### src/rtl/mem_access_controller_pkg.sv
// Shared MEM-stage definitions: load/store opcodes, sequencer states,
// access sizes and small decode helpers used by the controller.
package mem_access_controller_pkg;

    localparam logic [5:0] OP_LB  = 6'b100000;
    localparam logic [5:0] OP_LBU = 6'b100100;
    localparam logic [5:0] OP_LH  = 6'b100001;
    localparam logic [5:0] OP_LHU = 6'b100101;
    localparam logic [5:0] OP_LW  = 6'b100011;
    localparam logic [5:0] OP_SB  = 6'b101000;
    localparam logic [5:0] OP_SH  = 6'b101001;
    localparam logic [5:0] OP_SW  = 6'b101011;

    typedef enum logic [1:0] {
        IDLE = 2'd0,
        REQ  = 2'd1,
        DONE = 2'd2
    } state_e;

    typedef enum logic [1:0] {
        BYTE = 2'd0,
        HALF = 2'd1,
        WORD = 2'd2
    } size_e;

    function automatic logic is_load(input logic [5:0] op);
        return op inside {OP_LB, OP_LBU, OP_LH, OP_LHU, OP_LW};
    endfunction

    function automatic logic is_store(input logic [5:0] op);
        return op inside {OP_SB, OP_SH, OP_SW};
    endfunction

    function automatic size_e acc_size(input logic [5:0] op);
        size_e s;
        case (op)
            OP_LB, OP_LBU, OP_SB: s = BYTE;
            OP_LH, OP_LHU, OP_SH: s = HALF;
            default:              s = WORD;
        endcase
        return s;
    endfunction

    function automatic logic is_signed(input logic [5:0] op);
        return (op == OP_LB) || (op == OP_LH);
    endfunction

endpackage

### src/rtl/mem_access_controller_if.sv
// Data-memory req/ack bus. master = controller side, slave = memory side.
// Signals: mem_req, mem_we, mem_addr, mem_byteen, mem_wdata, mem_ack, mem_rdata.
interface mem_access_controller_if;
    logic        mem_req;
    logic        mem_we;
    logic [31:0] mem_addr;
    logic [3:0]  mem_byteen;
    logic [31:0] mem_wdata;
    logic        mem_ack;
    logic [31:0] mem_rdata;

    modport master (
        output mem_req, mem_we, mem_addr, mem_byteen, mem_wdata,
        input  mem_ack, mem_rdata
    );

    modport slave (
        input  mem_req, mem_we, mem_addr, mem_byteen, mem_wdata,
        output mem_ack, mem_rdata
    );
endinterface

### src/rtl/mem_access_controller_load_data_extender.sv
// Combinational load alignment: picks the byte/halfword lane from rdata
// using addr[1:0] and sign/zero-extends it by opcode. Ports: rdata, lo, opcode -> data.
module load_data_extender
    import mem_access_controller_pkg::*;
(
    input  logic [31:0] rdata,
    input  logic [1:0]  lo,
    input  logic [5:0]  opcode,
    output logic [31:0] data
);
    logic [7:0]  b;
    logic [15:0] h;
    logic        sx;

    always_comb begin
        b    = rdata[7:0];
        h    = rdata[15:0];
        sx   = is_signed(opcode);
        data = rdata;
        unique case (lo)
            2'd0: b = rdata[7:0];
            2'd1: b = rdata[15:8];
            2'd2: b = rdata[23:16];
            2'd3: b = rdata[31:24];
        endcase
        if (lo[1]) h = rdata[31:16];
        unique case (acc_size(opcode))
            BYTE:    data = {{24{sx & b[7]}}, b};
            HALF:    data = {{16{sx & h[15]}}, h};
            default: data = rdata;
        endcase
    end
endmodule

### src/rtl/mem_access_controller.sv
// MEM-stage sequencer to a variable-latency data memory with watchdog.
// Ports: clk, reset (async active-low), valid, instruction, addr, store_data,
// flush -> stall, load_data, bus_err, mem (master bus); adel/ades when
// MISALIGN_CHECK_EN is defined.
module mem_access_controller
    import mem_access_controller_pkg::*;
#(
    parameter int MAX_WAIT = 255
)(
    input  logic        clk,
    input  logic        reset,
    input  logic        valid,
    input  logic [31:0] instruction,
    input  logic [31:0] addr,
    input  logic [31:0] store_data,
    input  logic        flush,
    output logic        stall,
    output logic [31:0] load_data,
    output logic        bus_err,
`ifdef MISALIGN_CHECK_EN
    output logic        adel,
    output logic        ades,
`endif
    mem_access_controller_if.master mem
);
    localparam int CW = $clog2(MAX_WAIT + 1);
    localparam logic [CW-1:0] CNT_LAST = CW'(MAX_WAIT - 1);

    state_e      state_q, state_d;
    logic        req_q, req_d, we_q, we_d;
    logic [31:0] addr_q, addr_d, wd_q, wd_d;
    logic [3:0]  be_q, be_d;
    logic [31:0] ld_q, ld_d, ext_data;
    logic        berr_q, berr_d;
    logic [5:0]  op_q, op_d;
    logic [1:0]  lo_q, lo_d;
    logic [CW-1:0] cnt_q, cnt_d;
    logic        fl_q, fl_d, fl_now;
    logic [5:0]  opcode;
    logic        ld_op, st_op, mem_op;
    logic [3:0]  be_new;
    logic [31:0] wd_new;
    logic        unused_instr;
`ifdef MISALIGN_CHECK_EN
    logic        adel_q, adel_d, ades_q, ades_d, misal;
`endif

    assign opcode       = instruction[31:26];
    assign unused_instr = ^instruction[25:0];
    assign ld_op        = is_load(opcode);
    assign st_op        = is_store(opcode);
    assign mem_op       = ld_op | st_op;
    assign fl_now       = fl_q | flush;

    // A flushed access keeps its handshake but must not hold the pipeline.
    assign stall = reset & valid & mem_op & (state_q != DONE)
                 & ~flush & ~((state_q == REQ) & fl_q);

    always_comb begin
        be_new = 4'b0000;
        wd_new = store_data;
        if (st_op) begin
            unique case (acc_size(opcode))
                BYTE: begin
                    be_new = 4'b0001 << addr[1:0];
                    wd_new = {4{store_data[7:0]}};
                end
                HALF: begin
                    be_new = addr[1] ? 4'b1100 : 4'b0011;
                    wd_new = {2{store_data[15:0]}};
                end
                default: be_new = 4'b1111;
            endcase
        end
    end

`ifdef MISALIGN_CHECK_EN
    always_comb begin
        misal = 1'b0;
        unique case (acc_size(opcode))
            HALF:    misal = addr[0];
            WORD:    misal = |addr[1:0];
            default: misal = 1'b0;
        endcase
    end
`endif

    load_data_extender u_ext (
        .rdata  (mem.mem_rdata),
        .lo     (lo_q),
        .opcode (op_q),
        .data   (ext_data)
    );

    always_comb begin
        state_d = state_q;
        req_d   = req_q;
        we_d    = we_q;
        addr_d  = addr_q;
        be_d    = be_q;
        wd_d    = wd_q;
        ld_d    = ld_q;
        berr_d  = 1'b0;
        op_d    = op_q;
        lo_d    = lo_q;
        cnt_d   = cnt_q;
        fl_d    = fl_q;
`ifdef MISALIGN_CHECK_EN
        adel_d  = 1'b0;
        ades_d  = 1'b0;
`endif
        unique case (state_q)
            IDLE: begin
                fl_d  = 1'b0;
                cnt_d = '0;
                if (valid && mem_op && !flush) begin
                    op_d = opcode;
                    lo_d = addr[1:0];
`ifdef MISALIGN_CHECK_EN
                    if (misal) begin
                        adel_d  = ld_op;
                        ades_d  = st_op;
                        ld_d    = '0;
                        state_d = DONE;
                    end else
`endif
                    begin
                        req_d   = 1'b1;
                        we_d    = st_op;
                        addr_d  = {addr[31:2], 2'b00};
                        be_d    = be_new;
                        wd_d    = wd_new;
                        state_d = REQ;
                    end
                end
            end
            REQ: begin
                if (flush) fl_d = 1'b1;
                // Ack wins over a watchdog expiry in the same cycle.
                if (mem.mem_ack) begin
                    req_d   = 1'b0;
                    fl_d    = 1'b0;
                    if (!fl_now) ld_d = ext_data;
                    state_d = fl_now ? IDLE : DONE;
                end else if (cnt_q == CNT_LAST) begin
                    req_d   = 1'b0;
                    fl_d    = 1'b0;
                    berr_d  = 1'b1;
                    if (!fl_now) ld_d = '0;
                    state_d = fl_now ? IDLE : DONE;
                end else begin
                    cnt_d = cnt_q + 1'b1;
                end
            end
            DONE:    state_d = IDLE;
            default: state_d = IDLE;
        endcase
    end

    always_ff @(posedge clk or negedge reset) begin
        if (!reset) begin
            state_q <= IDLE;
            req_q   <= 1'b0;
            we_q    <= 1'b0;
            addr_q  <= '0;
            be_q    <= '0;
            wd_q    <= '0;
            ld_q    <= '0;
            berr_q  <= 1'b0;
            op_q    <= '0;
            lo_q    <= '0;
            cnt_q   <= '0;
            fl_q    <= 1'b0;
`ifdef MISALIGN_CHECK_EN
            adel_q  <= 1'b0;
            ades_q  <= 1'b0;
`endif
        end else begin
            state_q <= state_d;
            req_q   <= req_d;
            we_q    <= we_d;
            addr_q  <= addr_d;
            be_q    <= be_d;
            wd_q    <= wd_d;
            ld_q    <= ld_d;
            berr_q  <= berr_d;
            op_q    <= op_d;
            lo_q    <= lo_d;
            cnt_q   <= cnt_d;
            fl_q    <= fl_d;
`ifdef MISALIGN_CHECK_EN
            adel_q  <= adel_d;
            ades_q  <= ades_d;
`endif
        end
    end

    assign mem.mem_req    = req_q;
    assign mem.mem_we     = we_q;
    assign mem.mem_addr   = addr_q;
    assign mem.mem_byteen = be_q;
    assign mem.mem_wdata  = wd_q;
    assign load_data      = ld_q;
    assign bus_err        = berr_q;
`ifdef MISALIGN_CHECK_EN
    assign adel           = adel_q;
    assign ades           = ades_q;
`endif

endmodule

### src/flat_wrapper.sv
// flat-port wrapper written by rule: the top's interface ports become plain ports
module mem_access_controller_flat import mem_access_controller_pkg::*;
#(
    parameter int MAX_WAIT = 255
)
  (clk, reset, valid, instruction, addr, store_data, flush, stall, load_data, bus_err, mem_mem_req, mem_mem_we, mem_mem_addr, mem_mem_byteen, mem_mem_wdata, mem_mem_ack, mem_mem_rdata);
  mem_access_controller_if mem_i ();
  input  logic clk;
  input  logic reset;
  input  logic valid;
  input  logic [31:0] instruction;
  input  logic [31:0] addr;
  input  logic [31:0] store_data;
  input  logic flush;
  output logic stall;
  output logic [31:0] load_data;
  output logic bus_err;
  output wire logic [$bits(mem_i.mem_req)-1:0] mem_mem_req;
  output wire logic [$bits(mem_i.mem_we)-1:0] mem_mem_we;
  output wire logic [$bits(mem_i.mem_addr)-1:0] mem_mem_addr;
  output wire logic [$bits(mem_i.mem_byteen)-1:0] mem_mem_byteen;
  output wire logic [$bits(mem_i.mem_wdata)-1:0] mem_mem_wdata;
  input wire logic [$bits(mem_i.mem_ack)-1:0] mem_mem_ack;
  input wire logic [$bits(mem_i.mem_rdata)-1:0] mem_mem_rdata;
  assign mem_mem_req = mem_i.mem_req;
  assign mem_mem_we = mem_i.mem_we;
  assign mem_mem_addr = mem_i.mem_addr;
  assign mem_mem_byteen = mem_i.mem_byteen;
  assign mem_mem_wdata = mem_i.mem_wdata;
  assign mem_i.mem_ack = mem_mem_ack;
  assign mem_i.mem_rdata = mem_mem_rdata;
  mem_access_controller #(.MAX_WAIT(MAX_WAIT)) u_core (.clk(clk), .reset(reset), .valid(valid), .instruction(instruction), .addr(addr), .store_data(store_data), .flush(flush), .stall(stall), .load_data(load_data), .bus_err(bus_err), .mem(mem_i));
endmodule
### config.mk
export PLATFORM = sky130hd
export DESIGN_NAME = mem_access_controller_flat
export DESIGN_NICKNAME = d
export VERILOG_FILES = /design/src/rtl/mem_access_controller_pkg.sv /design/src/rtl/mem_access_controller_if.sv /design/src/rtl/mem_access_controller_load_data_extender.sv /design/src/rtl/mem_access_controller.sv /design/src/flat_wrapper.sv
export SDC_FILE = /design/constraint.sdc
export NUM_CORES = 1
export LEC_CHECK = 0
export BUFFER_PORTS_ARGS = -buffer_cell sky130_fd_sc_hd__buf_2
export CORE_UTILIZATION = 44
export CTS_CLUSTER_DIAMETER = 100
export DETAILED_ROUTE_END_ITERATION = 6
export GPL_TIMING_DRIVEN = 0
export MAX_ROUTING_LAYER = met4
export PLACE_DENSITY = 0.75
export SLEW_MARGIN = 20
export SYNTH_ARGS = -nofsm -noshare
export SYNTH_HDL_FRONTEND = slang
export SYNTH_SLANG_ARGS = --single-unit
### constraint.sdc
create_clock -name clk -period 1.7 [get_ports clk]
set_input_delay 0.17 -clock clk [delete_from_list [all_inputs] [get_ports clk]]
set_output_delay 0.17 -clock clk [all_outputs]
set_load 0.05 [all_outputs]
==> impl.org, run 1 <==
** Status
- Result of the run :: complete, but fails checks
- Violated checks :: negative hold slack, negative setup slack

** Synthesis
- FF+latch count, synth :: 120
- After synthesis, the cell types taking the most area are dfrtp_1, mux2_2, mux2i_1.
- Post-Syn Area :: 5640 um2
- Yosys cell types :: 50
- The average instance in the mapped netlist occupies 11.8 um2.
- Post-synthesis sequential area ratio :: 53.3%
- Yosys top cell by area :: dfrtp_1
- After synthesis, the largest area contributor takes up 53.3% of total cell area.
- Number of cells produced by synthesis :: 476
- During synthesis, Yosys emitted a total of 0 warnings.

** Timing
- The number of slew-limit violations in the final report is 0.
- Setup violations remaining at the end of the flow were counted as 13.
- The final count of hold timing violations came to 63.
- The worst pin sits at a relative slew slack of 51.4%.
- Layout Skew :: 0.00912 ns
- For the pin with the worst max-slew slack, the measured transition is 0.729 ns.
- Summed over all failing endpoints, the final setup total negative slack is -0.224 ns.
- Final clock period utilization by the worst path :: 105%
- Subtracting the final worst setup slack from the clock period gives 1.78 ns.
- RSZ-0062 raised after global routing :: yes
- Minimum setup slack in the final design :: -0.0793 ns
- Worst hold slack :: -0.244 ns
- Peak clock frequency supported by timing :: 0.562 GHz

** Routing
- Detailed-route via count :: 5,092
- Drc violations :: 0
- The detail route stage leaves a number of antenna-violating nets equal to 0.
- Dividing the detail-routed via count by the number of cells gives 5.39.
- Routed WL :: 17.3 mm
- Max Used Layer :: met4
- The detailed router finished its first iteration with 362 violations.
- Sum of routed wire segments on met1 :: 6.85 mm
- Before antenna repair, the detailed router went through 4 iterations.
- Detailed routing placed a total of 8.49 mm of wire on met2.
- Detailed routing placed a total of 1.44 mm of wire on met3.
- Detail-routed net length per standard cell :: 18.3 um

** Global routing
- The number of global-route vias before repair was 5,291.
- Summed over all layers, the global routing overflow is 0.
- Entering global routing, the biggest net connects 65 pins.
- Wire length of the first global-routing pass :: 26.3 mm
- Global routing used 27.5% of the available tracks.
- Antenna violations before repair :: 1

** Clocking
- Cts bufs inserted :: 17
- The root buffer cell chosen for the clock tree is clkbuf_16.
- After clock tree synthesis, the clock-pin slew on the worst setup and hold paths is 0.05 ns.
- TritonCTS clock tree :: done
- Total clock sinks :: 120
- The number of hold buffers added after CTS was 35.
- H-tree Lvls :: 4
- Counting along the longest clock path gives a buffer depth of 2.
- At the later pin of the worst-skew pair, clock insertion delay measures 0.42 ns.

** Critical path
- Maximum fanout encountered on the critical timing path :: 4
- The worst register-to-register path has a setup slack of -0.04 ns.
- Number of cells traversed by the worst register-to-register path :: 5
- Data on the critical path is required at its endpoint by 1.53 ns.
- By startpoint and endpoint, the worst setup path is classified as flop to primary output.
- Data arrives at the worst endpoint at 1.61 ns.
- Setup crit end kind :: primary output
- Startpoint of the lowest-slack register-to-register path :: u_core.state_q[1]
- Worst R2R End :: u_core.load_data[27]
- Startpoint type of the worst setup path :: flop

** Cells and area
- Share of layout cells above drive strength 1 :: 49.8%
- The finished layout holds 944 standard cells, fillers aside.
- Top library cells by usage in the layout, fill and taps aside :: buf_2, dfrtp_1, mux2_2
- Fillcell total :: 882
- Final net count :: 897
- Relative to the synthesized area, the layout overhead comes to 48.3%.
- Most common cell after layout, fill and taps aside :: buf_2

** Floorplanning
- Overall die height :: 115 um
- Number of rows in the core area :: 40
- Once the floorplan was initialized, standard cells occupied 46.0% of the core.
- Die Area :: 13,300 um2
- Core ar. :: 12,300 um2
- The floorplan step set the die width to 115 um.
- Pin placement for this block handled 237 I/O pins.

** Flow run
- Max-cap check violation count :: 0

** Placement
- The HPWL after detailed placement is 11.7 mm.
- In this run the tool buffered the top-level ports with 208 buffer cells.
- In this run, placement finished with an instance count of 854.
- Gpl congestion :: 0.853

** Pwr
- Summed over all cells, the static leakage comes to 4.28 nW.
- The design draws 12.1 mW.
- Power density of the placed cells :: 1450 nW/um2
- Across the VDD grid, the largest voltage drop is 0.993 mV.

** Worst hold path
- The path class of the tightest hold or removal check is input port to asynchronous set/reset pin.
flip-flops by register name (all words and copies together) (netlist names):
name	flops
u_core.fl_q	1
u_core.bus_err	1
u_core.mem.mem_req	1
u_core.load_data	32
u_core.cnt_q	8
u_core.op_q	6
u_core.mem.mem_wdata	32
u_core.state_q	2
u_core.mem.mem_addr	30
u_core.lo_q	2
u_core.mem.mem_we	1
u_core.mem.mem_byteen	4
worst max-delay path by stage:
stage / start / end / cells after the start
2_1_floorplan: u_core.cnt_q[0] / u_core.load_data[29] / 7
3_3_place_gp: reset / stall / 3
3_5_place_dp: u_core.state_q[1] / u_core.load_data[27] / 6
4_1_cts: u_core.state_q[1] / stall / 4
5_1_grt: u_core.state_q[1] / stall / 4
6_report: u_core.state_q[1] / stall / 4
through the flow:
step                      area (um2)  worst slack [ns]  utilization (%)
after detailed placement        6940            -0.421             56.6
after floorplan                 5650           -0.0471                -
final                           8360           -0.0793             68.2
after global routing            8360            -0.128             68.2
after CTS                       8160           -0.0832             66.5
after global placement          6900             -1.41             56.3
layer usage:
layer	GRT usage, %	vias up
met2	45.3	257
met5	-	-
li1	-	2317
met1	29.8	2470
met3	9.07	48
met4	13.8	0
synth_stat cells (all sizes together):
cell and number:
dfrtp 120, mux2 60, o21ai 38, mux2i 35, inv 29, buf 18, a221o 17, a21oi 15
nand2 14, nand3 14, nor2 14, nor2b 10, or3 10, clkbuf 9, o2bb2ai 9, nor3 7
o32ai 7, a211oi 4, a21o 4, a22o 4, and2 4, and3 4, nand2b 4, nand4 3
a2111oi 2, and4 2, ha 2, or2 2, and2b 1, and4bb 1, clkinv 1, conb 1
mux4 1, nand3b 1, nor3b 1, o2111a 1, o211a 1, o211ai 1, o22ai 1, o311ai 1
o31ai 1, or4 1, xor2 1
where the power goes:
| group | switching [mW] | leakage (nW) | total [mW] | internal [mW] |
|---|---|---|---|---|
| sequential | 0.397 | 1.50 | 3.87 | 3.47 |
| combinational | 3.15 | 2.49 | 4.52 | 1.37 |
| clock | 1.24 | 0.293 | 3.69 | 2.45 |
critical path: stages (launching register included):
cell     delay [ns]
dfrtp_1        0.40
and2b_2        0.27
a21oi_2        0.15
and4_1         0.21
buf_6          0.16
what timing repair did:
item,in CTS,in global routing
cloned,2,0
setup endpoints to repair,100,49
pin swaps,4,6
buffers inserted,18,4
gates resized for setup,32,40
hold endpoints to repair,98,63
logic make-up after synthesis:
family                     after synthesis  synth area share [%]
other                                    1                0.0665
buffers and inverters                   57                  4.75
xor gates and xnor gates                 1                 0.155
muxes                                   96                  18.8
adders and majority gates                2                 0.444
and+or+nand+nor                         93                  8.90
DFF                                    120                  53.3
AOI/OAI and AO/OA                      106                  13.6
final cells by class:
cell class	instances	area, um2	share of cell area (%)
buffer	25	206	2.47
sequential	120	3000	35.9
multi-input combinational	300	2560	30.7
clock inverter	7	115	1.38
timing repair buffer	268	1650	19.7
antenna	1	2.50	0.0299
tap	168	210	2.51
inverter	30	115	1.38
clock buffer	25	495	5.93
Power figures use the tool's default switching activity.
==> run 2: changes to the inputs <==
--- a/config.mk
+++ b/config.mk
@@ -6,6 +6,7 @@
 export NUM_CORES = 1
 export LEC_CHECK = 0
 export BUFFER_PORTS_ARGS = -buffer_cell sky130_fd_sc_hd__buf_2
+export CORE_MARGIN = 2
 export CORE_UTILIZATION = 44
 export CTS_CLUSTER_DIAMETER = 100
 export DETAILED_ROUTE_END_ITERATION = 6
==> run 2 against run 1 <==
The run still ends with negative hold slack, negative setup slack left. Sequential share of layout area is 0.65 points higher. Total power down 3.3%. Cell count did not move. Critical path type unchanged. Largest cell class unchanged. Largest power group unchanged.
==> impl.org, run 2 (same netlist as run 1, synthesis figures left out) <==
** Routing
- The via count came to 5,156 (+1.3%).
- Drt initial violations :: 427 (+18%)
- Detail-routed net length per standard cell :: 18.5 um (+1.1%)
- Routed WL :: 17.5 mm (+1.1%)
- The DRC violations left was 0 (unchanged).
- The post-detailed-route via-to-cell ratio is 5.46 (+1.3%).
- Number of iterations in the first detailed-routing pass :: 5 (+1)
- The remaining antenna violation count after routing is 0 (unchanged).

** Placement
- HPWL Detailed :: 11.9 mm (+1.7%)
- Post-placement cell count :: 858 (+0.47%)
- Post-Place Cell Area :: 6940 um2 (about the same)
- Gpl congestion :: 0.901 (+5.7%)
- Port Buf Inserts :: 208 (unchanged)

** Pwr
- The total leakage power is 4.21 nW (-1.7%).
- Power density of the placed cells :: 1420 nW/um2 (-1.7%)
- Maximum vdd ir drop :: 1.09 mV (+9.5%)

** Clocking
- Post-CTS clock slew at the launch and capture registers of the worst setup and hold paths :: 0.05 ns (about the same)
- Clock tree buffer depth :: 2 (unchanged)
- TritonCTS clock tree :: done
- H-tree Lvls :: 4 (unchanged)
- The number of buffers inserted by hold repair at cts was 36 (+2.9%).
- Worst skew pair latency :: 0.43 ns (about the same)
- Cts bufs inserted :: 17 (unchanged)
- Total clock sinks :: 120 (unchanged)
- CTS root buffer :: clkbuf_16

** Critical path
- The worst endpoint data arrival time is 1.63 ns (+0.02 ns).
- Startpoint of the lowest-slack register-to-register path :: u_core.cnt_q[0]
- The endpoint required time on the critical path was 1.53 ns (about the same).
- Maximum cell stage delay along the critical path :: 0.43 ns (+0.03 ns)
- The maximum fanout count along the critical path was 5 (+1).
- Standard cell with the maximum stage delay on the critical path :: dfrtp_2
- Launching instance or port of the critical path :: u_core.state_q[1]
- The critical path goes through and2b_2, a21oi_2, and4_1, buf_6.
- The worst setup path is captured at a primary output.
- The worst setup path is launched from a flop.
- Crit Path Class :: flop to primary output

** Floorplanning
- # IOs :: 237 (unchanged)
- Die Area :: 13,700 um2 (+3.5%)
- Overall die height :: 117 um (+1.7%)
- The count of standard-cell rows is 41 (+2.5%).
- The effective utilization at floorplan was 44.8% (-1.1 points).
- The core region area came to 12,600 um2 (+2.5%).
- Floorplan die width :: 117 um (+1.7%)

** Global routing
- The first-pass GRT wire length came to 26.5 mm (+0.92%).
- The number of global-route vias before repair came to 5,232 (-1.1%).
- The maximum number of pins on one net before global-route repair came to 63 (-3.1%).
- The total track usage was 26.5% (-1.0 points).
- Antenna violations before repair :: 3 (+2)
- GRT overflow :: 0 (unchanged)

** Cells and area
- The final design instance area without fill was 8220 um2 (-1.6%).
- Top library cells by usage in the layout, fill and taps aside :: buf_2, dfrtp_1, mux2_2
- Final core area utilization :: 65.4% (-2.8 points)
- Leaving out fill and tap cells, the most frequent cell in the layout is buf_2.
- The ratio of cells with drive above 1 in the final layout is 48.6% (-1.2 points).
- Post-layout instance count excluding filler cells :: 944 (unchanged)
- The total number of nets in the final design was 891 (-0.67%).
- From synthesis to final layout, the design area changed by 45.9%.

** Timing
- Minimum setup slack in the final design :: -0.102 ns (-0.0225 ns)
- Peak clock frequency supported by timing :: 0.555 GHz (-1.3%)
- Final-report setup violation count :: 24 (+11)
- The time the worst path needs with I/O delays and setup is 1.80 ns (+0.0225 ns).
- The hold slack is -0.255 ns (-0.0109 ns).
- Max transition margin :: 49.8% (-1.6 points)
- Slew of the pin with the lowest slew margin :: 0.754 ns (+0.0242 ns)
- Setup repair after global routing could not meet its margin everywhere.
- The setup skew after layout is 0.0100 ns (+0.000880 ns).
- Final Hold Fails :: 61 (-3.2%)
- The final clock period utilization by the worst path was 106% (+1.3 points).
- The number of slew-limit violations in the final report is 0 (unchanged).

** Status
- Result of the run :: complete, but fails checks
- The final reports fail on negative hold slack, negative setup slack.

** Flow run
- The max-cap check violation count is 0 (unchanged).

** Worst hold path
- In this run the worst hold path is classified as input port to asynchronous set/reset pin.
[run 2: cell count changes in the layout (fill, tap and decap cells not counted), moves of 3 or more]
cell,previous run,this run
buf_4,22,18
buf_6,14,11
buf_8,3,0
clkbuf_1,7,4
clkinv_2,2,5
clkinvlp_4,2,5
dfrtp_1,119,116
dfrtp_2,1,4
mux2i_2,4,0
o2bb2ai_1,1,7
o2bb2ai_2,7,2
[run 2: per-layer routing]
layer | vias up | wire (um) | GRT usage (%)
li1 | 2306 | - | -
met1 | 2524 | 6940 | 30.6
met2 | 289 | 8560 | 42.6
met3 | 37 | 1580 | 9.01
met4 | 0 | 391 | 10.6
met5 | - | 0 | -
[run 2: layout make-up]
type	count	area [um2]
tap	172	215
fill	923	4350
clock inverter	12	101
timing repair buffer	261	1580
multi-input combinational	300	2530
inverter	30	113
antenna	3	7.51
sequential	120	3010
buffer	26	203
clock buffer	20	457
[run 2: stage by stage]
step / power, mW / TNS [ns] / hold WS [ns] / worst slack, ns
after floorplan: 6.89 / -0.481 / -0.126 / -0.0471
after global placement: 7.96 / -146.89 / 0.401 / -1.42
after detailed placement: 8.05 / -26.31 / 0.195 / -0.419
after CTS: 11.6 / -2.75 / -0.241 / -0.127
after global routing: 12.2 / -3.77 / -0.220 / -0.148
final: 11.7 / -1.38 / -0.255 / -0.102
[run 2: timing repair]
item                                   in CTS  in global routing
gates resized for setup                    38                 21
setup endpoints to repair                 111                112
buffers inserted                            7                  8
pin swaps                                   2                  5
endpoints found under the hold margin      97                 61
cloned                                      1                  0
[run 2: power by group]
group / leakage [nW] / internal (mW) / switching (mW)
combinational: 2.45 / 1.31 / 3.14
sequential: 1.50 / 3.47 / 0.380
clock: 0.264 / 2.07 / 1.31
[run 2: worst max-delay path: cells and delay by family (launching register included)]
kind | cells | cell delay, ns
AO/OA/AOI/OAI | 1 | 0.13
AND/OR/NAND/NOR | 2 | 0.48
flip-flops | 1 | 0.43
buffers and inverters | 1 | 0.16
[run 2: worst paths after layout]
| check | to | slack (ns) | depth (start not counted) |
|---|---|---|---|
| max | stall | -0.10 | 4 |
| min | u_core.load_data[4] | -0.26 | 1 |
| max reg2reg | u_core.load_data[23] | -0.09 | 8 |
| min reg2reg | u_core.mem.mem_we | 0.47 | 1 |
| max in group asynchronous | u_core.lo_q[0] | 1.25 | 2 |
| min in group clk | u_core.mem.mem_wdata[3] | 0.01 | 2 |
==> run 3: changes to the inputs <==
--- a/config.mk
+++ b/config.mk
@@ -7,12 +7,13 @@
 export LEC_CHECK = 0
 export BUFFER_PORTS_ARGS = -buffer_cell sky130_fd_sc_hd__buf_2
 export CORE_MARGIN = 2
-export CORE_UTILIZATION = 44
+export CORE_UTILIZATION = 45
 export CTS_CLUSTER_DIAMETER = 100
 export DETAILED_ROUTE_END_ITERATION = 6
 export GPL_TIMING_DRIVEN = 0
 export MAX_ROUTING_LAYER = met4
-export PLACE_DENSITY = 0.75
+export PLACE_DENSITY = 0.74
+export SKIP_CTS_REPAIR_TIMING = 1
 export SLEW_MARGIN = 20
 export SYNTH_ARGS = -nofsm -noshare
 export SYNTH_HDL_FRONTEND = slang
==> constraint.sdc (replaced) <==
create_clock -name clk -period 2.2 [get_ports clk]
set_input_delay 0.22 -clock clk [delete_from_list [all_inputs] [get_ports clk]]
set_output_delay 0.22 -clock clk [all_outputs]
set_load 0.05 [all_outputs]
==> run 3 against run 2 <==
Via count is 6.9% lower. Highest routed layer unchanged. Cell count is 6.0% lower. Non-clock buffer count is 48 lower. Critical path type is now flop to flop. The flow now finishes without violations.
==> impl.org, run 3 (same netlist as run 1, synthesis figures left out) <==
** Timing
- Peak clock frequency supported by timing :: 0.488 GHz
- The final setup violation count was 0 (-100%).
- The final count of hold timing violations came to 0 (-100%).
- The setup slack of the critical path after layout is 0.151 ns (+0.253 ns).
- Final clock period utilization by the worst path :: 93.1%
- RSZ-0062 raised after global routing :: no
- Slew of the pin with the lowest slew margin :: 0.792 ns (+0.0385 ns)
- Max Slew Vio Count :: 0 (unchanged)
- Layout Skew :: 0.00910 ns (-0.000895 ns)
- The aggregate negative setup slack is 0 ns (+1.38 ns).
- After layout, the minimum clock period comes to 2.05 ns.
- The worst relative slew slack is 47.2% (-2.6 points).

** Global routing
- Largest net degree at the start of global routing :: 68 (+7.9%)
- The total track usage was 25.0% (-1.5 points).
- Via count of the first global-routing pass :: 4,897 (-6.4%)
- The number of antenna violations at the first check in global routing is 3 (unchanged).
- GRT overflow :: 0 (unchanged)
- The first-pass GRT wire length came to 24.6 mm (-7.5%).

** Routing
- The DRC violations left came to 0 (unchanged).
- ANT nets after route :: 0 (unchanged)
- The total length of routed wires was 15.8 mm (-9.6%).
- The via count is 4,802 (-6.9%).
- Number of iterations in the first detailed-routing pass :: 5 (unchanged)
- The starting DRC count in detailed routing is 327 (-23%).
- Ratio of routed vias to standard cells :: 5.41 (-0.88%)
- Detail-routed net length per standard cell :: 17.8 um (-3.8%)

** Critical path
- The worst setup path is launched from a flop.
- Data arrival at the endpoint of the critical path :: 2.39 ns (+0.76 ns)
- Setup crit end kind :: flop
- The endpoint required time on the critical path is 2.54 ns (+1.01 ns).
- Cell breakdown of the critical path :: and2b_1, and3_1, o2111a_1, buf_2, a221o_1
- The biggest cell delay along the critical path is 0.45 ns (+0.02 ns).
- Maximum fanout encountered on the critical timing path :: 10 (+5)
- Standard cell with the maximum stage delay on the critical path :: o2111a_1
- The critical path is of the flop to flop type.

** Floorplanning
- The I/O pin count is 237 (unchanged).
- Number of rows in the core area :: 40 (-2.4%)
- The horizontal extent of the die was 116 um (-1.1%).
- Die Area :: 13,400 um2 (-2.1%)
- The core region area is 12,100 um2 (-3.6%).
- Starting Density :: 46.5% (+1.7 points)
- Overall die height :: 116 um (-1.1%)

** Placement
- Post-Place Setup Slack :: 0.0633 ns (+0.482 ns)
- The cell area after placement was 6920 um2 (-0.25%).
- The count of buffers inserted at the top-level ports came to 208 (unchanged).
- Gpl congestion :: 0.879 (-2.5%)
- HPWL Detailed :: 11.8 mm (-0.99%)

** Cells and area
- Leaving out fill and tap cells, the most frequent cells in the layout are buf_2, dfrtp_1, mux2_2.
- Finished Cell Area :: 7490 um2 (-8.9%)
- Area added between synthesis and finish :: 32.9%
- The final core area utilization is 61.8% (-3.6 points).
- The library cell used most frequently in the layout, excluding fill and tap cells, is buf_2.
- Share of layout cells above drive strength 1 :: 45.0% (-3.7 points)
- Final net count :: 843 (-5.4%)

** Clocking
- Clock tree buffer depth :: 2 (unchanged)
- Total clock sinks :: 120 (unchanged)
- The tree is rooted in a clkbuf_16.
- TritonCTS clock tree :: done
- The CTS buffer count is 17 (unchanged).
- The clock insertion delay at the later pin of the skew report is 0.41 ns (-0.02 ns).
- The count of H-tree levels built during CTS is 4 (unchanged).
- Post-CTS clock slew at the launch and capture registers of the worst setup and hold paths :: 0.05 ns (about the same)

** Pwr
- The maximum vdd drop came to 0.750 mV (-31%).
- The total leakage power was 3.96 nW (-6.0%).
- The power density normalized to cell area came to 1160 nW/um2 (-18%).
- Pwr Total :: 8.70 mW (-26%)

** Worst hold path
- The path class of the tightest hold or removal check is input port to flop.

** Status
- Result of the run :: finished, final reports clean

** Flow run
- The max-cap check violation count came to 0 (unchanged).
==> run 3: metal layers <==
metal	GRT usage [%]	up-vias	part of all wire [%]	wire, um
li1	-	2193	-	-
met1	29.0	2317	40	6320
met2	39.6	264	48	7620
met3	9.31	28	9.7	1540
met4	9.52	0	2.0	312
met5	-	-	0	0
==> run 3: worst max-delay path: cells and delay by family (launching register included) <==
kind / cells / cell delay [ns]
AOI/OAI and AO/OA: 2 / 0.60
and+or+nand+nor: 2 / 0.67
buffers and inverters: 1 / 0.29
DFF: 1 / 0.42
==> run 3: through the flow <==
stage / cells / hold WS, ns
CTS: 881 / -0.225
detailed placement: 854 / 0.223
global placement: 853 / 0.451
floorplan: 477 / -0.0756
finish: 887 / 0.0398
global route: 887 / 0.0234
==> run 3: cell type report <==
type | instances | area (um2)
Tap cell | 168 | 210
Inverter | 30 | 113
Multi-Input combinational cell | 300 | 2370
Timing Repair Buffer | 213 | 1110
Fill cell | 1021 | 4620
Clock buffer | 22 | 474
Buffer | 26 | 154
Sequential cell | 120 | 3000
Antenna cell | 3 | 7.51
Clock inverter | 5 | 50.0
==> run 3: where the power goes <==
part,internal [mW],switching (mW)
sequential,2.68,0.277
clock,1.60,0.913
combinational,0.883,2.34
==> run 3: final timing paths <==
check,endpoint,startpoint,slack [ns],cells past startpoint
min in group asynchronous,u_core.load_data[3],reset,0.34,2
hold / removal,u_core.mem.mem_addr[25],addr[25],0.04,2
setup / recovery,u_core.load_data[24],u_core.state_q[1],0.15,5
setup reg to reg,u_core.load_data[24],u_core.state_q[1],0.15,5
max in group asynchronous,u_core.mem.mem_addr[10],reset,1.17,3
hold reg to reg,u_core.op_q[4],u_core.op_q[4],0.49,1
